[src/rtl/fp_result_normalizer_pkg.sv]
// Shared constants and enumerations for the FP result post-normaliser.
package fp_result_normalizer_pkg;

   localparam int EXP_BITS  = 8;
   localparam int FRAC_BITS = 23;
   localparam int SIG_BITS  = FRAC_BITS + 2;

   localparam logic [EXP_BITS-1:0]  EXP_MAX   = 8'hFF;
   localparam logic [FRAC_BITS-1:0] QNAN_FRAC = 23'h400000;

   typedef enum logic [1:0] {
      ST_IDLE  = 2'd0,
      ST_SHIFT = 2'd1,
      ST_DONE  = 2'd2
   } state_t;

   typedef enum logic [2:0] {
      ACT_ZERO  = 3'd0,
      ACT_CARRY = 3'd1,
      ACT_PACK  = 3'd2,
      ACT_FLUSH = 3'd3,
      ACT_LEFT  = 3'd4
   } action_t;

endpackage

[src/rtl/fp_result_normalizer_norm_step.sv]
// One normalisation step: picks the highest-priority action for the current
// exponent/significand and produces the shifted values that action implies.
import fp_result_normalizer_pkg::*;

module fp_norm_step (
   input  logic [EXP_BITS-1:0] exp_cur,
   input  logic [SIG_BITS-1:0] sig_cur,
   output logic [EXP_BITS-1:0] exp_next,
   output logic [SIG_BITS-1:0] sig_next,
   output action_t             action
);

   // Priority: zero, carry, already normalised, underflow, then shift left.
   always_comb begin
      exp_next = exp_cur;
      sig_next = sig_cur;
      action   = ACT_LEFT;
      if (sig_cur == '0) begin
         action = ACT_ZERO;
      end else if (sig_cur[SIG_BITS-1]) begin
         action   = ACT_CARRY;
         sig_next = {1'b0, sig_cur[SIG_BITS-1:1]};
         exp_next = exp_cur + 8'd1;
      end else if (sig_cur[SIG_BITS-2]) begin
         action = ACT_PACK;
      end else if (exp_cur <= 8'd1) begin
         action = ACT_FLUSH;
      end else begin
         action   = ACT_LEFT;
         sig_next = {sig_cur[SIG_BITS-2:0], 1'b0};
         exp_next = exp_cur - 8'd1;
      end
   end

endmodule

[src/rtl/fp_result_normalizer.sv]
// Multi-cycle post-normaliser: shifts a raw ALU result one bit per cycle and
// packs an IEEE-754 single with overflow/underflow/zero flags.
import fp_result_normalizer_pkg::*;

module fp_result_normalizer #(
   parameter int EXP_W  = 8,
   parameter int FRAC_W = 23
) (
   input  logic                clk,
   input  logic                rst_n,
   input  logic                in_valid,
   output logic                in_ready,
   input  logic                in_sign,
   input  logic [EXP_W-1:0]    in_exp,
   input  logic [FRAC_W+1:0]   in_sig,
   output logic                out_valid,
   input  logic                out_ready,
   output logic [EXP_W+FRAC_W:0] out_result,
   output logic                out_ovf,
   output logic                out_unf,
   output logic                out_zero,
   output logic [4:0]          out_steps
);

   state_t                     state_q, state_d;
   logic                       sign_q, sign_d;
   logic [EXP_W-1:0]           exp_q, exp_d;
   logic [FRAC_W+1:0]          sig_q, sig_d;
   logic [4:0]                 steps_q, steps_d;
   logic [EXP_W+FRAC_W:0]      result_q, result_d;
   logic                       ovf_q, ovf_d;
   logic                       unf_q, unf_d;
   logic                       zero_q, zero_d;

   logic [EXP_W-1:0]           step_exp;
   logic [FRAC_W+1:0]          step_sig;
   action_t                    step_action;

   fp_norm_step u_step (
      .exp_cur  (exp_q),
      .sig_cur  (sig_q),
      .exp_next (step_exp),
      .sig_next (step_sig),
      .action   (step_action)
   );

   assign in_ready   = (state_q == ST_IDLE) & rst_n;
   assign out_valid  = (state_q == ST_DONE);
   assign out_result = result_q;
   assign out_ovf    = ovf_q;
   assign out_unf    = unf_q;
   assign out_zero   = zero_q;
   assign out_steps  = steps_q;

   // Next-state and datapath update; DONE holds everything until the consumer takes it.
   always_comb begin
      state_d  = state_q;
      sign_d   = sign_q;
      exp_d    = exp_q;
      sig_d    = sig_q;
      steps_d  = steps_q;
      result_d = result_q;
      ovf_d    = ovf_q;
      unf_d    = unf_q;
      zero_d   = zero_q;
      unique case (state_q)
         ST_IDLE: begin
            if (in_valid && in_ready) begin
               sign_d   = in_sign;
               exp_d    = in_exp;
               sig_d    = in_sig;
               steps_d  = 5'd0;
               result_d = '0;
               ovf_d    = 1'b0;
               unf_d    = 1'b0;
               zero_d   = 1'b0;
               state_d  = ST_SHIFT;
               if (in_exp == EXP_MAX) begin
                  state_d = ST_DONE;
                  if (in_sig[FRAC_W-1:0] == '0) begin
                     result_d = {in_sign, EXP_MAX, {FRAC_W{1'b0}}};
                     ovf_d    = 1'b1;
                  end else begin
                     result_d = {in_sign, EXP_MAX, QNAN_FRAC};
                  end
               end
            end
         end
         ST_SHIFT: begin
            unique case (step_action)
               ACT_ZERO: begin
                  result_d = {sign_q, {(EXP_W+FRAC_W){1'b0}}};
                  zero_d   = 1'b1;
                  state_d  = ST_DONE;
               end
               ACT_CARRY: begin
                  exp_d   = step_exp;
                  sig_d   = step_sig;
                  steps_d = steps_q + 5'd1;
                  if (step_exp == EXP_MAX) begin
                     result_d = {sign_q, EXP_MAX, {FRAC_W{1'b0}}};
                     ovf_d    = 1'b1;
                     state_d  = ST_DONE;
                  end
               end
               ACT_PACK: begin
                  result_d = {sign_q, exp_q, sig_q[FRAC_W-1:0]};
                  state_d  = ST_DONE;
               end
               ACT_FLUSH: begin
                  result_d = {sign_q, {(EXP_W+FRAC_W){1'b0}}};
                  unf_d    = 1'b1;
                  zero_d   = 1'b1;
                  state_d  = ST_DONE;
               end
               default: begin
                  exp_d   = step_exp;
                  sig_d   = step_sig;
                  steps_d = steps_q + 5'd1;
               end
            endcase
         end
         ST_DONE: begin
            if (out_ready) begin
               state_d = ST_IDLE;
            end
         end
         default: begin
            state_d = ST_IDLE;
         end
      endcase
   end

   always_ff @(posedge clk or negedge rst_n) begin
      if (!rst_n) begin
         state_q <= ST_IDLE;
      end else begin
         state_q <= state_d;
      end
   end

   always_ff @(posedge clk or negedge rst_n) begin
      if (!rst_n) begin
         sign_q   <= 1'b0;
         exp_q    <= '0;
         sig_q    <= '0;
         steps_q  <= '0;
         result_q <= '0;
         ovf_q    <= 1'b0;
         unf_q    <= 1'b0;
         zero_q   <= 1'b0;
      end else begin
         sign_q   <= sign_d;
         exp_q    <= exp_d;
         sig_q    <= sig_d;
         steps_q  <= steps_d;
         result_q <= result_d;
         ovf_q    <= ovf_d;
         unf_q    <= unf_d;
         zero_q   <= zero_d;
      end
   end

endmodule

[config.mk]
export PLATFORM = sky130hd
export DESIGN_NAME = fp_result_normalizer
export DESIGN_NICKNAME = d
export VERILOG_FILES = /design/src/rtl/fp_result_normalizer_pkg.sv /design/src/rtl/fp_result_normalizer_norm_step.sv /design/src/rtl/fp_result_normalizer.sv
export SDC_FILE = /design/constraint.sdc
export NUM_CORES = 1
export LEC_CHECK = 0
export CORE_ASPECT_RATIO = 1.2
export CORE_MARGIN = 5
export CORE_UTILIZATION = 52
export CTS_BUF_LIST = sky130_fd_sc_hd__clkbuf_16
export DETAILED_ROUTE_END_ITERATION = 7
export MAX_ROUTING_LAYER = met4
export PLACE_DENSITY = 0.84
export SETUP_SLACK_MARGIN = 0.2
export SYNTH_ARGS = -nofsm -noshare
export SYNTH_HDL_FRONTEND = slang
export SYNTH_SLANG_ARGS = --single-unit
export TNS_END_PERCENT = 1
[constraint.sdc]
create_clock -name clk -period 3.3 [get_ports clk]
set_input_delay 0.99 -clock clk [delete_from_list [all_inputs] [get_ports clk]]
set_output_delay 0.99 -clock clk [all_outputs]
set_load 0.05 [all_outputs]
==> run metrics, run 1 <==
status finished clean; area of the multi-input gates about 2000 um^2; setup_tns 0 ns; syn_nets approximately 490; Area growth syn-to-layout 33.9%; R2R cell count 11; CP Launch Type flip-flop; Clock Tree Buf Depth 2; gpl congestion roughly 1.0; max-cap viol count 0; pin count of the biggest net entering global routing 77; H-tree levels 3; crit end category flip-flop; Finished Layout Cells about 630; Synth cell types a little over 50; initial antenna violation count 0; Least-Margin Pin Slew around 0.96 ns; Final ANT Viol Nets 0; vias in the first global route approximately 4,000; width of the die between 90 and 100 um; CTS tree yes; Max Slew Vio Count 0; num rows 35; fin nets around 570; class of the worst hold path flip-flop to flip-flop; minimum clock period between 3 and 4 ns; total power about 6 mW; Placed Cells approximately 610; Clk Latency, worst-skew pair 0.33 ns; mapped cell area roughly 4000 um^2; met2 routed WL between 6000 and 7000 um; Hold WS 0.498 ns; cell area power density approximately 1100 nW/um^2; crit path DAT around 3.2 ns; Setup CP Type flip-flop to flip-flop; first-pass GRT wire length approximately 20,000 um; FFs w/ async S/R, synth 1.00; WL per Instance 19.5 um; Worst-path clk slew about 0.060 ns; Yosys reg bits 76; Hold Crit Start sign_q; Max Used Layer met4; total CTS buffers 9; f_max 333 MHz; EDFF count, synth 0; Hold Crit Depth 2; 1st-iter DRT viols roughly 310; Initial DRT Pass Iterations 5; YS warnings 0; PortBufs slightly below 80; die area 9680 um^2; flip-flop and latch area ~1900 um^2; CTS Sinks 76; Fillers 596; clk root buf clkbuf_16; Syn Inst Count about 440; total number of vias a little under 4,000; register area share after synthesis 0.469; WL met3 about 770 um; DP Wirelength 8560 um; final core utilization 0.709; endpoints failing setup 0; DR vias/cell roughly 6.3; Die Y approximately 110 um; Core ar. 7660 um^2; share of cells above drive strength 1 0.116; Initial Utilization 0.529; Period Utilization, post-route 0.910; worst reg2reg endpoint out_result[20]; Fin. Hold Viols 0; GR Util All Layers 0.264; Worst Path Max Fanout 22; wl on met1 between 5000 and 6000 um; Pleak between 2 and 2.5 nW; ANT cells 0; RSZ-0062 raised after global routing no; Min-Delay Endpoint sign_q; Worst Path Required roughly 3.5 ns; DR DRC count 0; R2R setup slack ~0.30 ns; Worst VDD drop approximately 0.77 mV; Crit. Startpoint exp_q[0]; clk_skew 0.00550 ns; Avg Cell Area, Syn approximately 9.1 um^2; Slew headroom 0.361; IO Pins 80; prevailing post-synth register cell dfrtp_1; remaining global-route overflow 0; final WL roughly 12,000 um; R2R Path Start exp_q[0]
## through the flow
stage          area [um^2]  worst slack (ns)
2_1_floorplan         4070             0.220
3_3_place_gp          5060             0.240
3_5_place_dp          5060             0.200
4_1_cts               5390             0.223
5_1_grt               5430             0.176
6_report              5430             0.296
## cell usage after synthesis (2+ instances only)
cell	n	area (um^2)
buf_6	4	45.0
nor2b_1	3	18.8
a22oi_1	10	75.1
a31oi_1	7	43.8
dfrtp_1	76	1900
a22o_1	23	201
ha_1	4	50.1
a221o_1	21	210
clkbuf_1	23	86.3
o22ai_1	3	18.8
nand2_1	64	240
o21ai_0	60	300
buf_2	4	20.0
a211oi_1	3	22.5
and3_1	4	25.0
nand3_1	7	35.0
or4_1	2	15.0
nor2_1	24	90.1
o31a_1	2	17.5
xor2_1	4	35.0
o2bb2ai_1	2	17.5
and2_1	2	12.5
or3_1	2	12.5
o211ai_1	2	15.0
inv_1	16	60.1
nor4_4	2	42.5
mux2_1	2	22.5
nor3_1	10	50.1
nand4_1	7	43.8
a21oi_1	17	85.1
buf_1	3	11.3
nor4_1	12	75.1
## sequential cells by signal, summed over array words and instances (netlist names)
register    count
out_result     32
sig_q          25
exp_q           8
out_steps       5
state_q         2
out_ovf         1
out_unf         1
out_zero        1
sign_q          1
## critical path, cell delays in order (launching register included)
cell and delay (ns):
dfrtp_2 0.40, inv_1 0.06, ha_1 0.24, or2_1 0.29
and3_1 0.21, a2111oi_1 0.41, a22oi_1 0.15, a22oi_1 0.25
o2111ai_2 0.21, a31o_4 0.29, buf_6 0.17, a22o_1 0.20
## layer usage
metal	GRT usage	vias to the layer above
li1	-	1821
met1	0.346	1926
met2	0.424	189
met3	0.0330	27
met4	0.0915	0
met5	-	-
## how the worst max path moves through the flow
stage	to	slack (ns)	cells after the start
6_report	out_result[20]	0.30	11
3_3_place_gp	out_result[15]	0.24	10
4_1_cts	out_result[20]	0.22	11
3_5_place_dp	out_result[2]	0.20	11
5_1_grt	out_result[13]	0.18	11
2_1_floorplan	out_result[22]	0.22	8
## placed cells by master, fill, tap and decap left out, types with 2 or more instances in the layout
cell type        instances
nor2_1                  22
nand4_1                  7
xor2_1                   4
ha_1                     4
buf_4                   29
o21ai_0                 60
a22o_1                  23
and3_1                   4
nor3_1                   8
clkdlybuf4s50_1         77
o31a_1                   2
buf_12                   2
bufinv_16                2
nand3_1                  7
a31oi_1                  6
a21oi_1                 17
o22ai_1                  2
o211ai_1                 2
and2_1                   2
or3_1                    2
a211oi_1                 3
nor2b_1                  3
nor3_2                   2
a221o_1                 21
dfrtp_1                 75
nor4_1                  12
inv_1                   16
or4_1                    2
nor4_4                   2
o2bb2ai_1                2
inv_6                    2
a22oi_1                 10
clkbuf_16                9
mux2_1                   2
nand2_1                 64
## cells by family after synthesis
| kind of cell | after synthesis | share of synthesized area |
|---|---|---|
| compound gates | 159 | 0.267 |
| simple gates | 147 | 0.178 |
| flops | 76 | 0.469 |
| buf+inv | 50 | 0.0549 |
| xor+xnor | 5 | 0.0108 |
| fa+ha+maj | 4 | 0.0123 |
| mux | 3 | 0.00833 |
## power breakdown
group	switching [mW]	total (mW)	internal, mW	leakage (nW)
logic	1.89	3.06	1.17	1.18
clock network	0.402	1.07	0.666	0.154
registers	0.431	1.74	1.31	0.967
## layout make-up
type                    count  share of cell area
inverters                  16              0.0111
clock inverters             7              0.0180
multi-input cells         318               0.367
clock buffers               9              0.0414
flip-flops and latches     76               0.350
well taps                  92              0.0212
repair buffers            109               0.191
## repair_timing
| action | 4_1_cts | 5_1_grt |
|---|---|---|
| hold buffers | 0 | 0 |
| gates resized for setup | 2 | 7 |
| pin swaps | 0 | 1 |
| endpoints found under the setup margin | 22 | 32 |
| buffers inserted | 0 | 2 |
(Power assumes the default switching activity.)
==> run 2, diff against run 1 <==
--- a/config.mk
+++ b/config.mk
@@ -11,7 +11,7 @@
 export CTS_BUF_LIST = sky130_fd_sc_hd__clkbuf_16
 export DETAILED_ROUTE_END_ITERATION = 7
 export MAX_ROUTING_LAYER = met4
-export PLACE_DENSITY = 0.84
+export PLACE_DENSITY_LB_ADDON = 0.15
 export SETUP_SLACK_MARGIN = 0.2
 export SYNTH_ARGS = -nofsm -noshare
 export SYNTH_HDL_FRONTEND = slang
==> run 2 against run 1 <==
Compared with the run above:
- die area stayed put
- clock-buffer cell count stayed put
- via count is 1.5% lower
- sequential cell count did not move
- maximum frequency increased by 1.2%
- cell area is 0.99% lower
- worst setup slack gained 0.036 ns
- global-route usage down 0.17 points
- clock skew up 0.00052 ns
- sequential share of layout area rose by 0.35 points
- non-clock buffer count is the same
- critical path type unchanged
- critical endpoint is now out_result[2]
- highest routed layer unchanged
==> run metrics, run 2 (synthesized netlist as in run 1, its figures left out) <==
fin nets roughly 570; CTS tree yes; commonest cells after routing, fill and taps aside clkdlybuf4s50_1 (77), dfrtp_1 (75), nand2_1 (64); Initial DRT Pass Iterations 6; Final ANT Viol Nets 0; Worst Path Required about 3.5 ns; Max Slew Vio Count 0; width of the die 90.6 um; total power between 5 and 6 mW; DP Wirelength approximately 8300 um; remaining global-route overflow 0; CP Launch Type flip-flop; initial antenna violation count 0; Least-Margin Pin Slew just under 1 ns; status finished clean; WL per Instance around 19 um; Setup CP Type flip-flop to flip-flop; Worst Path Max Fanout 30; final core utilization 0.702; first-pass GRT wire length between 20,000 and 25,000 um; max-cap viol count 0; H-tree levels 3; clk root buf clkbuf_16; minimum clock period between 2 and 3 ns; Period Utilization, post-route 0.899; Area growth syn-to-layout 32.6%; Clk Latency, worst-skew pair between 0.3 and 0.4 ns; cell area power density around 1100 nW/um^2; Fin. Hold Viols 0; vias in the first global route approximately 3,900; total CTS buffers 9; CTS Sinks between 70 and 80; Core ar. around 7700 um^2; gpl congestion between 1 and 1.5; Die Y approximately 110 um; IO Pins 80; PortBufs about 80; GR Util All Layers 0.262; setup_tns 0 ns; crit path DAT about 3.2 ns; crit end category flip-flop; class of the worst hold path flip-flop to flip-flop; Worst-path clk slew around 0.060 ns; pin count of the biggest net entering global routing 77; final WL between 10,000 and 15,000 um; endpoints failing setup 0; ANT cells 0; share of cells above drive strength 1 0.116; RSZ-0062 raised after global routing no; Worst VDD drop 0.526 mV; f_max 337 MHz; DR DRC count 0; Clock Tree Buf Depth 2; DR vias/cell between 6 and 7; num rows 35; die area a little under 10,000 um^2; Initial Utilization 0.529; Fillers approximately 620; clk_skew 0.00602 ns; Hold Buf Count CTS 0; most common cell after layout, fill and taps aside clkdlybuf4s50_1; total number of vias approximately 4,000; 1st-iter DRT viols roughly 290; max reg flops 32; Pleak about 2.3 nW; Slew headroom 0.355
run 2: cell count changes in the layout (fill, tap and decap cells not counted), sizes merged:
cell / change
bufinv: -2
clkinvlp: +2
run 2: final cells by class:
type | instances | area (um^2) | share of cell area
sequential | 76 | 1900 | 0.354
clock buffer | 9 | 225 | 0.0419
multi-input combinational | 318 | 1990 | 0.370
inverter | 16 | 60.1 | 0.0112
timing repair buffer | 109 | 1040 | 0.193
clock inverter | 7 | 48.8 | 0.00907
tap | 92 | 115 | 0.0214
run 2: worst max-delay path: stages, from the launching register on:
cell,delay (ns)
dfrtp_2,0.42
buf_4,0.15
ha_1,0.20
or2_1,0.27
and3_1,0.22
a2111oi_2,0.35
a22oi_1,0.13
a22oi_1,0.27
o2111ai_2,0.18
a31o_4,0.31
buf_12,0.17
a22o_1,0.19
run 2: path summary, 6_finish.rpt:
check / cells after the start / slack [ns] / endpoint / from
worst min register to register: 2 / 0.48 / sign_q / sign_q
min in group asynchronous: 2 / 0.91 / out_steps[2] / rst_n
worst max register to register: 11 / 0.33 / out_result[2] / exp_q[0]
worst max-delay path: 11 / 0.33 / out_result[2] / exp_q[0]
worst min-delay path: 2 / 0.48 / sign_q / sign_q
max in group asynchronous: 2 / 1.72 / exp_q[0] / rst_n
run 2: where the power goes:
| part | leakage [nW] | total (mW) | switching (mW) | internal [mW] |
|---|---|---|---|---|
| logic | 1.18 | 3.03 | 1.87 | 1.15 |
| registers | 0.967 | 1.73 | 0.418 | 1.31 |
| clock network | 0.126 | 0.918 | 0.408 | 0.511 |
run 2: what timing repair did:
item	in CTS	in global routing
endpoints found under the hold margin	0	0
cloned	0	0
pin swaps	0	2
resized for setup	2	6
buffers inserted	0	3
endpoints found under the setup margin	20	32
run 2: layer usage:
metal  global-route usage  share of wire  vias up
met1                0.358           0.43     1906
met5                    -              0        -
met2                0.408           0.50      148
met4               0.0862          0.020        0
li1                     -              -     1825
met3               0.0330          0.052       24
run 2: stage by stage:
step	std cells	area [um^2]	worst slack [ns]	hold WS, ns
after floorplan	444	4070	0.220	0.446
after global placement	608	5050	0.236	0.464
after detailed placement	608	5050	0.197	0.463
after CTS	624	5330	0.251	0.479
after global routing	627	5380	0.183	0.496
final	627	5380	0.333	0.478
==> run 3, diff against run 2 <==
--- a/config.mk
+++ b/config.mk
@@ -10,6 +10,7 @@
 export CORE_UTILIZATION = 52
 export CTS_BUF_LIST = sky130_fd_sc_hd__clkbuf_16
 export DETAILED_ROUTE_END_ITERATION = 7
+export GPL_ROUTABILITY_DRIVEN = 0
 export MAX_ROUTING_LAYER = met4
 export PLACE_DENSITY_LB_ADDON = 0.15
 export SETUP_SLACK_MARGIN = 0.2
==> run 3 against run 2 <==
Compared with the run above:
- via count increased by 2.7%
- largest power group unchanged
- cell area increased by 2.0%
- power increased by 5.5%
- first-iteration DRC count increased by 18%
- worst setup slack got worse by 0.056 ns
- largest cell class unchanged
- maximum frequency decreased by 1.9%
- die area unchanged
- clock skew increased by 0.0025 ns
- sequential power about the same
- worst hold slack improved by 0.012 ns
- critical path depth unchanged
- critical endpoint is now out_result[21]
==> run metrics, run 3 (synthesized netlist as in run 1, its figures left out) <==
status finished clean; Final ANT Viol Nets 0; final worst slack 0.277 ns; max reg flops 32; initial antenna violation count 0; DR DRC count 0; max-cap viol count 0; Hold Buf Count CTS 0; R2R cell count 11; Initial DRT Pass Iterations 4; f_max between 300 and 400 MHz; Die Y 107 um; remaining global-route overflow 0; final WL around 12,000 um; Least-Margin Pin Slew between 0.9 and 1 ns; Worst Path Max Fanout 23; share of cells above drive strength 1 0.125; Placed Cells 610; crit path to out_result[21]; most common cell after layout, fill and taps aside clkdlybuf4s50_1; clk root buf clkbuf_16; R2R Path Start exp_q[0]; Worst VDD drop ~0.6 mV; Pleak 2.32 nW; vias in the first global route just under 4,000; dpl ws ~0.010 ns; combinational power share 0.522; width of the die about 91 um; crit path DAT around 3.2 ns; class of the worst hold path flip-flop to flip-flop; Initial Utilization 0.529; Setup CP Type flip-flop to flip-flop; DP Wirelength 8200 um; internal power component between 3 and 4 mW; 1st-iter DRT viols approximately 340; clk_skew about 0.0085 ns; fin nets between 500 and 600; Max Slew Vio Count 0; die area 9680 um^2; minimum clock period 3.02 ns; Crit. Startpoint exp_q[0]; H-tree levels 3; CTS tree yes; IO Pins 80; worst reg2reg endpoint out_result[21]; total number of vias 4,008; CP Launch Type flip-flop; total CTS buffers 9; Slew headroom 0.355; WL per Instance between 15 and 20 um; PortBufs between 70 and 80; R2R setup slack ~0.28 ns; crit end category flip-flop; sequential share of power 0.291; RSZ-0062 raised after global routing no; first-pass GRT wire length roughly 20,000 um; Clk Latency, worst-skew pair 0.34 ns; Clock Tree Buf Depth 2; Worst Path Required approximately 3.5 ns; cell area power density 1090 nW/um^2; CTS Sinks 76; endpoints failing setup 0; total power 5.98 mW; setup_tns 0 ns; Psw ~2.8 mW; DR vias/cell ~6.4; num rows 35; Finished Layout Cells ~630; Worst-path clk slew roughly 0.060 ns; Fin. Hold Viols 0; GR Util All Layers 0.261; clock group share of total power 0.187; ANT cells 0; Hold WS slightly below 0.5 ns; Area growth syn-to-layout 35.2%; commonest cells after routing, fill and taps aside clkdlybuf4s50_1 (77), dfrtp_1 (75), nand2_1 (64); Period Utilization, post-route 0.916; pin count of the biggest net entering global routing 77; Core ar. between 7000 and 8000 um^2; Switching Fraction 0.460
==> run 3: what timing repair did <==
| item | in CTS | in global routing |
|---|---|---|
| setup buffers | 0 | 3 |
| gates resized for setup | 4 | 10 |
| pin swaps | 1 | 1 |
| setup endpoints to repair | 32 | 32 |
==> run 3: power groups by stage <==
stage	Combinational, mW	Clock [mW]	Sequential [mW]
3_3_place_gp	2.91	0	1.72
2_1_floorplan	1.56	0	2.12
5_1_grt	3.37	1.16	1.79
6_report	3.12	1.12	1.74
4_1_cts	3.02	1.13	1.73
3_5_place_dp	2.97	0	1.73
==> run 3: critical path, cell delays in order, from the launching register on <==
cell	delay [ns]
dfrtp_2	0.41
inv_1	0.08
ha_1	0.25
or2_4	0.28
a31oi_2	0.22
nor2_1	0.10
or4_1	0.50
a21oi_2	0.17
o2111ai_2	0.19
a31o_4	0.33
buf_12	0.17
a22o_1	0.20
==> run 3: worst min-delay path by stage <==
stage                       start            end  slack, ns  cells past startpoint
global route        out_result[1]  out_result[1]       0.52                      1
finish                     sign_q         sign_q       0.49                      2
CTS                        sign_q         sign_q       0.49                      2
global placement           sign_q         sign_q       0.46                      2
floorplan                  sign_q         sign_q       0.45                      2
detailed placement         sign_q         sign_q       0.48                      2
==> run 3: metal layers <==
metal,vias up,share of wire,GRT usage
met1,1929,0.40,0.330
met5,-,0,-
met2,226,0.51,0.424
met3,22,0.075,0.0344
met4,0,0.019,0.109
li1,1831,-,-
==> run 3: layout make-up <==
type                            instances  area [um^2]
Inverter                               16         60.1
Clock buffer                            9          225
Fill cell                             605         2180
Timing Repair Buffer                  111         1050
Tap cell                               92          115
Sequential cell                        76         1900
Multi-Input combinational cell        318         2030
Clock inverter                          6          106
==> run 3: metrics by stage <==
stage          utilization  instance area [um^2]
6_report             0.716                  5490
5_1_grt              0.716                  5490
4_1_cts              0.706                  5410
3_5_place_dp         0.661                  5070
3_3_place_gp         0.661                  5070
2_1_floorplan            -                  4070
